--- src/rtl/mem_access_pkg.sv ---
// mem_access_pkg: shared encodings for the MA stage (memory op, access size, FSM state).
package mem_access_pkg;
  typedef enum logic [1:0] {MEM_NONE = 2'd0, MEM_LOAD = 2'd1, MEM_STORE = 2'd2} mem_op_e;
  typedef enum logic [1:0] {SZ_B = 2'd0, SZ_H = 2'd1, SZ_W = 2'd2, SZ_D = 2'd3} mem_size_e;
  typedef enum logic [2:0] {S_IDLE, S_REQ, S_WAIT, S_HOLD, S_DRAIN} state_e;
  function automatic logic [2:0] size_mask(input logic [1:0] size);
    return 3'((4'd1 << size) - 4'd1);
  endfunction
endpackage

--- src/rtl/mem_align.sv ---
// mem_align: byte-lane shifting for stores (data + byte enables) and loads (shift + extend).
module mem_align
  import mem_access_pkg::*;
(
  input  logic [2:0]  lane,
  input  logic [1:0]  size,
  input  logic        uns,
  input  logic [63:0] st_data,
  input  logic [63:0] rdata,
  output logic [63:0] wdata,
  output logic [7:0]  wmask,
  output logic [63:0] ldata
);
  logic [7:0]  base;
  logic [63:0] sh;
  always_comb begin
    base  = size == SZ_B ? 8'h01 : size == SZ_H ? 8'h03 : size == SZ_W ? 8'h0F : 8'hFF;
    wmask = base << lane;
    wdata = st_data << {lane, 3'b000};
    sh    = rdata >> {lane, 3'b000};
    ldata = size == SZ_B ? {{56{~uns & sh[7]}}, sh[7:0]} :
            size == SZ_H ? {{48{~uns & sh[15]}}, sh[15:0]} :
            size == SZ_W ? {{32{~uns & sh[31]}}, sh[31:0]} : sh;
  end
endmodule

--- src/rtl/mem_access.sv ---
// mem_access: MA pipeline stage with valid/ready data-bus handshake, load/store alignment and stall control.
// Define MA_MISALIGN_TRAP_EN to trap misaligned accesses instead of force-aligning them.
module mem_access
  import mem_access_pkg::*;
#(
  parameter int PC_W   = 64,
  parameter int ADDR_W = 64
) (
  input  logic              clk,
  input  logic              rst,
  input  logic              clear,
  input  logic              trap_en,
  input  logic              stall,
  input  logic              in_valid,
  input  logic [PC_W-1:0]   pc,
  input  logic [4:0]        rd,
  input  logic [63:0]       alu_res,
  input  logic [63:0]       st_data,
  input  logic [1:0]        mem_op,
  input  logic [1:0]        mem_size,
  input  logic              mem_uns,
  output logic              req_valid,
  input  logic              req_ready,
  output logic              req_we,
  output logic [ADDR_W-1:0] req_addr,
  output logic [63:0]       req_wdata,
  output logic [7:0]        req_wmask,
  input  logic              rsp_valid,
  input  logic [63:0]       rsp_rdata,
  output logic              stall_req,
  output logic [PC_W-1:0]   pc_out,
  output logic [4:0]        rd_out,
  output logic [63:0]       data_out,
  output logic              misalign,
  output logic [63:0]       bad_addr
);
  typedef struct packed {
    logic              we;
    logic [ADDR_W-1:0] addr;
    logic [63:0]       wdata;
    logic [7:0]        wmask;
    logic [2:0]        lane;
    logic [1:0]        size;
    logic              uns;
    logic [4:0]        rd;
    logic [PC_W-1:0]   pc;
  } req_t;
  typedef struct packed {
    logic [PC_W-1:0] pc;
    logic [4:0]      rd;
    logic [63:0]     data;
  } wb_t;
  state_e      state_q, state_d;
  req_t        req_q, req_d, req_in;
  wb_t         hold_q, hold_d, ack_wb;
  logic        kill_q, kill_d;
  logic        is_mem, kill_in, mis, issue, idle;
  logic [63:0] eff;
  logic [2:0]  al_lane;
  logic [1:0]  al_size;
  logic        al_uns;
  logic [63:0] al_wdata, al_ldata;
  logic [7:0]  al_wmask;
  assign is_mem  = in_valid && mem_op != MEM_NONE;
  assign kill_in = clear || trap_en;
  assign idle    = state_q == S_IDLE;
`ifdef MA_MISALIGN_TRAP_EN
  assign mis = idle && is_mem && !kill_in && (alu_res[2:0] & size_mask(mem_size)) != 3'b000;
  assign eff = alu_res;
`else
  assign mis = 1'b0;
  assign eff = alu_res & ~{61'b0, size_mask(mem_size)};
`endif
  assign issue = idle && is_mem && !kill_in && !mis;
  // One aligner: store lanes from live inputs while issuing, load lanes from the captured request afterwards.
  assign al_lane = idle ? eff[2:0] : req_q.lane;
  assign al_size = idle ? mem_size : req_q.size;
  assign al_uns  = idle ? mem_uns : req_q.uns;
  mem_align u_align (
    .lane    (al_lane),
    .size    (al_size),
    .uns     (al_uns),
    .st_data (st_data),
    .rdata   (rsp_rdata),
    .wdata   (al_wdata),
    .wmask   (al_wmask),
    .ldata   (al_ldata)
  );
  assign req_in = '{
    we:    mem_op == MEM_STORE,
    addr:  {eff[ADDR_W-1:3], 3'b000},
    wdata: al_wdata,
    wmask: al_wmask,
    lane:  eff[2:0],
    size:  mem_size,
    uns:   mem_uns,
    rd:    rd,
    pc:    pc
  };
  assign ack_wb = '{pc: req_q.pc, rd: req_q.we ? 5'd0 : req_q.rd, data: req_q.we ? 64'd0 : al_ldata};
  always_ff @(posedge clk) begin
    if (rst) begin
      state_q <= S_IDLE;
      req_q   <= '0;
      hold_q  <= '0;
      kill_q  <= 1'b0;
    end else begin
      state_q <= state_d;
      req_q   <= req_d;
      hold_q  <= hold_d;
      kill_q  <= kill_d;
    end
  end
  always_comb begin
    state_d = state_q;
    req_d   = req_q;
    hold_d  = hold_q;
    kill_d  = kill_q;
    case (state_q)
      S_IDLE: if (issue) begin
        req_d   = req_in;
        kill_d  = 1'b0;
        state_d = req_ready ? S_WAIT : S_REQ;
      end
      S_REQ: begin
        // A killed request stays on the bus until accepted; its response is then drained.
        kill_d = kill_q || kill_in;
        if (req_ready) state_d = (kill_q || kill_in) ? S_DRAIN : S_WAIT;
      end
      S_WAIT: if (rsp_valid) begin
        hold_d  = ack_wb;
        state_d = (kill_in || !stall) ? S_IDLE : S_HOLD;
      end else if (kill_in) begin
        state_d = S_DRAIN;
      end
      S_HOLD:  if (!stall) state_d = S_IDLE;
      S_DRAIN: if (rsp_valid) state_d = S_IDLE;
      default: state_d = S_IDLE;
    endcase
  end
  always_comb begin
    req_valid = 1'b0;
    req_we    = req_q.we;
    req_addr  = req_q.addr;
    req_wdata = req_q.wdata;
    req_wmask = req_q.wmask;
    stall_req = 1'b0;
    pc_out    = pc;
    rd_out    = 5'd0;
    data_out  = 64'd0;
    misalign  = mis;
    bad_addr  = mis ? alu_res : 64'd0;
    case (state_q)
      S_IDLE: begin
        req_valid = issue;
        req_we    = req_in.we;
        req_addr  = req_in.addr;
        req_wdata = req_in.wdata;
        req_wmask = req_in.wmask;
        stall_req = issue;
        rd_out    = (in_valid && !is_mem && !kill_in) ? rd : 5'd0;
        data_out  = (in_valid && !is_mem) ? alu_res : 64'd0;
      end
      S_REQ: begin
        req_valid = 1'b1;
        stall_req = 1'b1;
        pc_out    = req_q.pc;
      end
      S_WAIT: begin
        stall_req = !rsp_valid;
        pc_out    = req_q.pc;
        rd_out    = (rsp_valid && !kill_in) ? ack_wb.rd : 5'd0;
        data_out  = (rsp_valid && !kill_in) ? ack_wb.data : 64'd0;
      end
      S_HOLD: begin
        pc_out   = hold_q.pc;
        rd_out   = hold_q.rd;
        data_out = hold_q.data;
      end
      S_DRAIN: stall_req = is_mem;
      default: ;
    endcase
  end
endmodule

--- config.mk ---
export PLATFORM = sky130hd
export DESIGN_NAME = mem_access
export DESIGN_NICKNAME = d
export VERILOG_FILES = /design/src/rtl/mem_access_pkg.sv /design/src/rtl/mem_align.sv /design/src/rtl/mem_access.sv
export SDC_FILE = /design/constraint.sdc
export NUM_CORES = 1
export LEC_CHECK = 0
export BUFFER_PORTS_ARGS = -buffer_cell sky130_fd_sc_hd__buf_2
export CORE_AREA = 3 3 238 240
export DETAILED_ROUTE_END_ITERATION = 10
export DIE_AREA = 0 0 241 243
export PLACE_DENSITY = 0.66
export SYNTH_ARGS = -nofsm -noshare
export SYNTH_HDL_FRONTEND = slang
export SYNTH_SLANG_ARGS = --single-unit
--- constraint.sdc ---
create_clock -name clk -period 14.5 [get_ports clk]
set_input_delay 4.35 -clock clk [delete_from_list [all_inputs] [get_ports clk]]
set_output_delay 4.35 -clock clk [all_outputs]
set_load 0.02 [all_outputs]
; ---- Word level (Yosys, flattened, before mapping)
; Index checks and enable logic that the tools add are counted.
; W data, S select, Z words.
[totals]
mem_bits_rw = 0
output_inout_bits = 337
rom_bits = 0
latchBits = 0
memories = 0
reg_bits = 346
elab_cells = 95
inputBits = 274
[op_classes]
n_bitwise = 6
multipliers = 0
n_div = 0
eq_ne = 12
magnitude_cmp = 0
n_reduce_logical = 22
shifts = 4
muxes = 36
addsub = 1
[ops]
columns = operator, count
row1 = $mux W64, 8
row2 = $pmux W64 S3, 1
row3 = $pmux W64 S2, 1
row4 = $and A64 B64 Y64, 1
row5 = $not A3 Y64, 1
row6 = $shl A64 B6 Y64, 1
row7 = $shr A64 B6 Y64, 1
row8 = $mux W8, 4
row9 = $mux W3, 8
row10 = $mux W5, 3
row11 = $pmux W3 S5, 1
row12 = $pmux W5 S3, 1
row13 = $ne A2 B2 Y1 const B, 4
row14 = $shl A8 B3 Y8, 1
row15 = $eq A3 B2 Y1 const B, 2
row16 = $logic_and A1 B1 Y1, 6
row17 = $mux W2, 3
row18 = $reduce_and A2 Y1, 3
row19 = $reduce_and A5 Y1, 1
row20 = $eq A2 B2 Y1 const B, 2
row21 = $logic_not A1 Y1, 4
row22 = $pmux W1 S2, 2
row23 = $pmux W1 S4, 1
row24 = $reduce_bool A2 Y1, 2
row25 = other kinds (13), 19

; ---- Depth between registers and ports, before layout
[depth]
word_depth = 13
ltp_mapped = 12
mapped_depth_nobuf = 7

; ---- By module
; Synthesis repeated with hierarchy kept, for this count alone.
[hier_totals]
cells_unflattened = 3111
area_unflattened_um2 = 21583.2
[by_module_without_submodules]
columns = module, area_each_um2, n_inst, seq_area_each_um2, cells_per_inst
row1 = mem_access, 17569.4, 1, 6926.6, 2536
row2 = mem_align, 4013.8, 1, 0.0, 575

; ---- Least setup slack after synthesis
; OpenSTA, ideal clock, no wires.
[synth_timing]
path_type = input-to-output
startpoint = in mem_size[0]
endpoint = out data_out[19]
arrival_ns = 6.828
path_stages = 8
n_path_buf = 1
slack_ns = 3.322
required_time_ns = 10.150
cell_sequence = or3b_1 clkbuf_1 o21ai_1 nor2_1 a32o_1 o31ai_4 a21oi_2 o311ai_0
[synth_via]
elab_chain_cells = 12
elab_cells_between_ends = 17
classes_between = 1 x add/sub / 1 x eq/ne / 2 x shift / 8 x mux / 4 x bitwise / 1 x reduce/logical
[synth_rtl]
columns = element, line_no
row1 = start: declaration, mem_access.sv:20  ; input logic [1:0] mem_size,
row2 = $shl A1 B2 Y3, mem_access_pkg.sv:7  ; return 3'((4'd1 << size) - 4'd1);
row3 = $sub A3 B1 Y3, mem_access_pkg.sv:7
row4 = $not A3 Y64, mem_access.sv:72  ; assign eff = alu_res & ~{61'b0, size_mask(mem_size)};
row5 = $and A64 B64 Y64, mem_access.sv:72
row6 = $mux W3, mem_access.sv:76  ; assign al_lane = idle ? eff[2:0] : req_q.lane;
row7 = $shr A64 B6 Y64, mem_align.sv:20  ; sh = rdata >> {lane, 3'b000};
row8 = $mux W64 / $and A1 B1 Y1 (equally long branches), "mem_align.sv:23, mem_align.sv:22"
row9 = $mux W64, mem_align.sv:22  ; size == SZ_H ? {{48{~uns & sh[15]}}, sh[15:0]} :
row10 = $mux W64 *, mem_align.sv:21  ; ldata = size == SZ_B ? {{56{~uns & sh[7]}}, sh[7:0]} :
row11 = $mux W64 *, mem_access.sv:100  ; assign ack_wb = '{pc: req_q.pc, rd: req_q.we ? 5'd0 : req_q.rd, data: req_q.we ? 64'd0 : al_ldata};
row12 = $mux W64 *, mem_access.sv:173  ; data_out = (rsp_valid && !kill_in) ? ack_wb.data : 64'd0;
row13 = $pmux W64 S3 *, mem_access.sv:153  ; case (state_q)
row14 = end: declaration, mem_access.sv:33  ; output logic [63:0] data_out,
; Mark *: on every way between the ends. The rest lies on a longest branch, timed or not.

; ---- Worst setup path in the final report
[layout_timing]
startpoint = in mem_size[1]
endpoint = out data_out[19]
; Same word-level chain as after synthesis.

==> impl_metrics.csv <==
group,metric,value,unit
status,run_status,"finished clean",
drt,route.detailed.drc,0,
sta,fmax,81.5,MHz
floorplanning,row_count,86,
clocking,number_of_sinks_handled_by_clock_tree_synthesis,346,
drt,route.antenna.remaining_nets,0,
grt,grt_overflow_total,0,
clocking,cts-root-buf,"sky130_fd_sc_hd__clkbuf_16",
floorplanning,die_h,243,microns
sta,final.setup_skew,0.0204,ns
floorplanning,ioPinCount,611,
power,irDropWorstVdd,105,uV
logic_synthesis,multiplexer_area_fraction_after_synthesis,0.0784,
worst_hold_path,holdCritPathClass,"flip-flop to flip-flop",
logic_synthesis,yosys-top-cells-area,"sky130_fd_sc_hd__dfxtp_1 34%, sky130_fd_sc_hd__nand2_1 18%, sky130_fd_sc_hd__a21oi_1 7.5%, sky130_fd_sc_hd__a22oi_1 5.8%, sky130_fd_sc_hd__o21ai_0 4.1%",
sta,slew_headroom,0.241,
run,timing.max_cap.violations,0,
logic_synthesis,synth.cell_area,20600,sq um
sta,finalSetupViolations,0,
logic_synthesis,ys.warnings.count,0,
sta,fin_hold_ws,0.450,ns
clocking,worst_skew_pair.late_latency,0.58,ns
place,place_hpwl,60100,microns
logic_synthesis,synth_compound_area_frac,0.273,
sta,period_needed,12.28,ns
floorplanning,die_x,241,microns
place,gp_congestion,0.929,
grt,grt_antenna_before_repair,19,
logic_synthesis,synth_top_cell_area_share,0.337,
grt,grt_start_max_net_pins,120,
drt,via_cell_ratio,5.72,
logic_synthesis,number_of_instances_in_the_synthesized_netlist,2940,
logic_synthesis,syn_area_per_cell,7.00,sq um
logic_synthesis,share_of_the_yosys_chip_area_belonging_to_registers,0.337,
clocking,cts_htree_levels,2,
clocking,post_cts_repair_setup_buffers,0,
floorplanning,effective_utilization_at_floorplan,0.375,
sta,worst_pin_slew,1.14,ns
floorplanning,design.core.area,54900,sq um
clocking,count_of_hold_fix_buffers_inserted_at_cts,0,
drt,vias,23200,
sta,rsz0062_at_grt,"no",
logic_synthesis,synthesized_area_fraction_occupied_by_xor_and_xnor_cells,0.000851,
power,cellLeakagePower,10.5,nW
power,pwr_density_cell,175,nW/um^2
drt,first_iteration_detailed_routing_drc_count,2218,
cells_and_area,fillCellCount,5790,
cells_and_area,nets,3579,
grt,grt_pass1_wl,129000,microns
drt,wirelength_routed,86500,microns
worst_setup_path,critPathArrivalTime,7.93,ns
clocking,cts.repair.resized,0,
clocking,cts_tree,"yes",
sta,final-hold-violation-count,0,
grt,via_count_of_the_first_global_routing_pass,21300,
clocking,cts_made_buffers,42,
drt,avgRoutedWirePerCell,21.3,microns
logic_synthesis,synth.ff_latch_count,346,
logic_synthesis,synth_edf_count,0,
worst_setup_path,largest_fanout_of_any_net_on_the_critical_path,62,
cells_and_area,layout.core_utilization,0.454,
worst_setup_path,endpoint_kind,"primary output",
logic_synthesis,unique_masters_post_synth,65,
worst_setup_path,setup.worst_path.class,"input port to primary output",
floorplanning,floorplan.die_area,58600,sq um
sta,finalSetupTns,0,ns
clocking,cts.path.max_buffers,3,
place,buffer_ports.inserted,542,
worst_setup_path,critPathRequiredTime,10.15,ns
cells_and_area,final_common_cell,"sky130_fd_sc_hd__nand2_1",
worst_setup_path,critPathLaunchType,"input port",
sta,report.final.slew_viol_count,0,
sta,min_period_over_period,0.847,
logic_synthesis,synth-simple-area-share,0.234,
logic_synthesis,yosys_most_used_dff,"sky130_fd_sc_hd__dfxtp_1",
grt,grt_util_all_layers,0.280,
drt,drtPass1Iterations,7,
clocking,clkSlewWorstSetupHoldPaths,0.06,ns
cells_and_area,final_layout_size_suffix_gt1_frac,0.231,
cells_and_area,areaGrowthSynthToFinish,21.2,%
cells_and_area,layout_common_cells,"972 x sky130_fd_sc_hd__nand2_1, 541 x sky130_fd_sc_hd__buf_2, 343 x sky130_fd_sc_hd__dfxtp_1, 307 x sky130_fd_sc_hd__a21oi_1, 168 x sky130_fd_sc_hd__o21ai_0",
logic_synthesis,synth_fa_ha_area_frac,0,
logic_synthesis,synth-async-reset-ratio,0,
logic_synthesis,main_combinational_cell_family_by_area_after_synthesis,"compound AO/OA/AOI/OAI gates",
logic_synthesis,synth.largest_area_cell,"sky130_fd_sc_hd__dfxtp_1",
[synthesized netlist by cell type, types with 5 or more instances]
master                      number
sky130_fd_sc_hd__o31ai_1        55
sky130_fd_sc_hd__o22ai_1         6
sky130_fd_sc_hd__o311ai_0        7
sky130_fd_sc_hd__a21oi_1       307
sky130_fd_sc_hd__o311ai_1       18
sky130_fd_sc_hd__buf_1          28
sky130_fd_sc_hd__a21boi_0       11
sky130_fd_sc_hd__a22o_1         34
sky130_fd_sc_hd__mux2_2         67
sky130_fd_sc_hd__nand3_1        44
sky130_fd_sc_hd__mux2i_1        79
sky130_fd_sc_hd__nor3_1         18
sky130_fd_sc_hd__and2_1          8
sky130_fd_sc_hd__nand3b_1        5
sky130_fd_sc_hd__nand2_1       973
sky130_fd_sc_hd__a31oi_1        11
sky130_fd_sc_hd__o21ai_0       168
sky130_fd_sc_hd__a22oi_1       160
sky130_fd_sc_hd__a211oi_1       54
sky130_fd_sc_hd__o21ai_1         5
sky130_fd_sc_hd__a32oi_1         7
sky130_fd_sc_hd__a2111oi_0       6
sky130_fd_sc_hd__nor2_1        117
sky130_fd_sc_hd__dfxtp_1       346
sky130_fd_sc_hd__and3_1         23
sky130_fd_sc_hd__buf_4          68
sky130_fd_sc_hd__clkbuf_1      209
sky130_fd_sc_hd__buf_2          27
[final cells by class]
class                           instances  area, sq um  area share
Inverter                                4         15.0    0.000602
Antenna cell                           11         27.5     0.00110
Tap cell                              704          881      0.0353
Clock buffer                           55         1200      0.0482
Timing Repair Buffer                  589         3080       0.123
Sequential cell                       346         6930       0.278
Multi-Input combinational cell       2322        12500       0.501
Clock inverter                         23          307      0.0123
[kinds of logic after synthesis]
group | count (synthesis)
simple gates | 1214
compound gates | 889
flops | 346
buf+inv | 339
mux | 149
xor+xnor | 2
other cells | 1
[sequential cells by signal (all words and copies together) (netlist names)]
name	flops
state_q	3
hold_q	133
req_q	145
kill_q	1
ack_wb	64
[report_power, final]
group | total, W | internal [W] | switching [W] | leakage (nW)
Sequential | 0.00109 | 0.00102 | 0.0000671 | 2.80
Clock | 0.00114 | 0.000683 | 0.000459 | 0.738
Combinational | 0.00214 | 0.000577 | 0.00156 | 6.99
Total | 0.00437 | 0.00228 | 0.00209 | 10.5
[final timing paths]
path / start / to / slack (ns) / depth (start not counted)
worst max-delay path: mem_size[1] / data_out[19] / 2.22 / 11
worst min-delay path: hold_q[68] / hold_q[68] / 0.45 / 2
worst max register to register: state_q[2] / hold_q[11] / 9.39 / 9
worst min register to register: hold_q[68] / hold_q[68] / 0.45 / 2
[stage by stage]
step / power [W] / cell area, sq um / worst slack, ns / cells
after floorplan: 0.00244 / 20800 / 3.32 / 3007
after global placement: 0.00322 / 23400 / 2.32 / 3965
after detailed placement: 0.00322 / 23400 / 2.30 / 3965
after CTS: 0.00437 / 24900 / 2.31 / 4043
after global routing: 0.00458 / 24900 / 2.07 / 4054
final: 0.00437 / 24900 / 2.22 / 4054
[worst max-delay path: stages]
cell                       delay (ns)
sky130_fd_sc_hd__buf_2           0.16
sky130_fd_sc_hd__or3b_1          0.29
sky130_fd_sc_hd__o21a_2          0.43
sky130_fd_sc_hd__buf_4           0.65
sky130_fd_sc_hd__nor2_1          0.10
sky130_fd_sc_hd__a32o_1          0.29
sky130_fd_sc_hd__o31ai_4         0.32
sky130_fd_sc_hd__a21oi_4         0.09
sky130_fd_sc_hd__buf_4           0.30
sky130_fd_sc_hd__o311ai_0        0.65
sky130_fd_sc_hd__buf_2           0.28
[metal layers]
layer / vias to the layer above / global-route usage / wire [microns]
met2: 1226 / 0.427 / 38200
li1: 10900 / - / -
met5: - / 0 / 104
met4: 14 / 0.114 / 3540
met1: 10900 / 0.389 / 36900
met3: 217 / 0.0489 / 7690
Power figures use the tool's default switching activity.
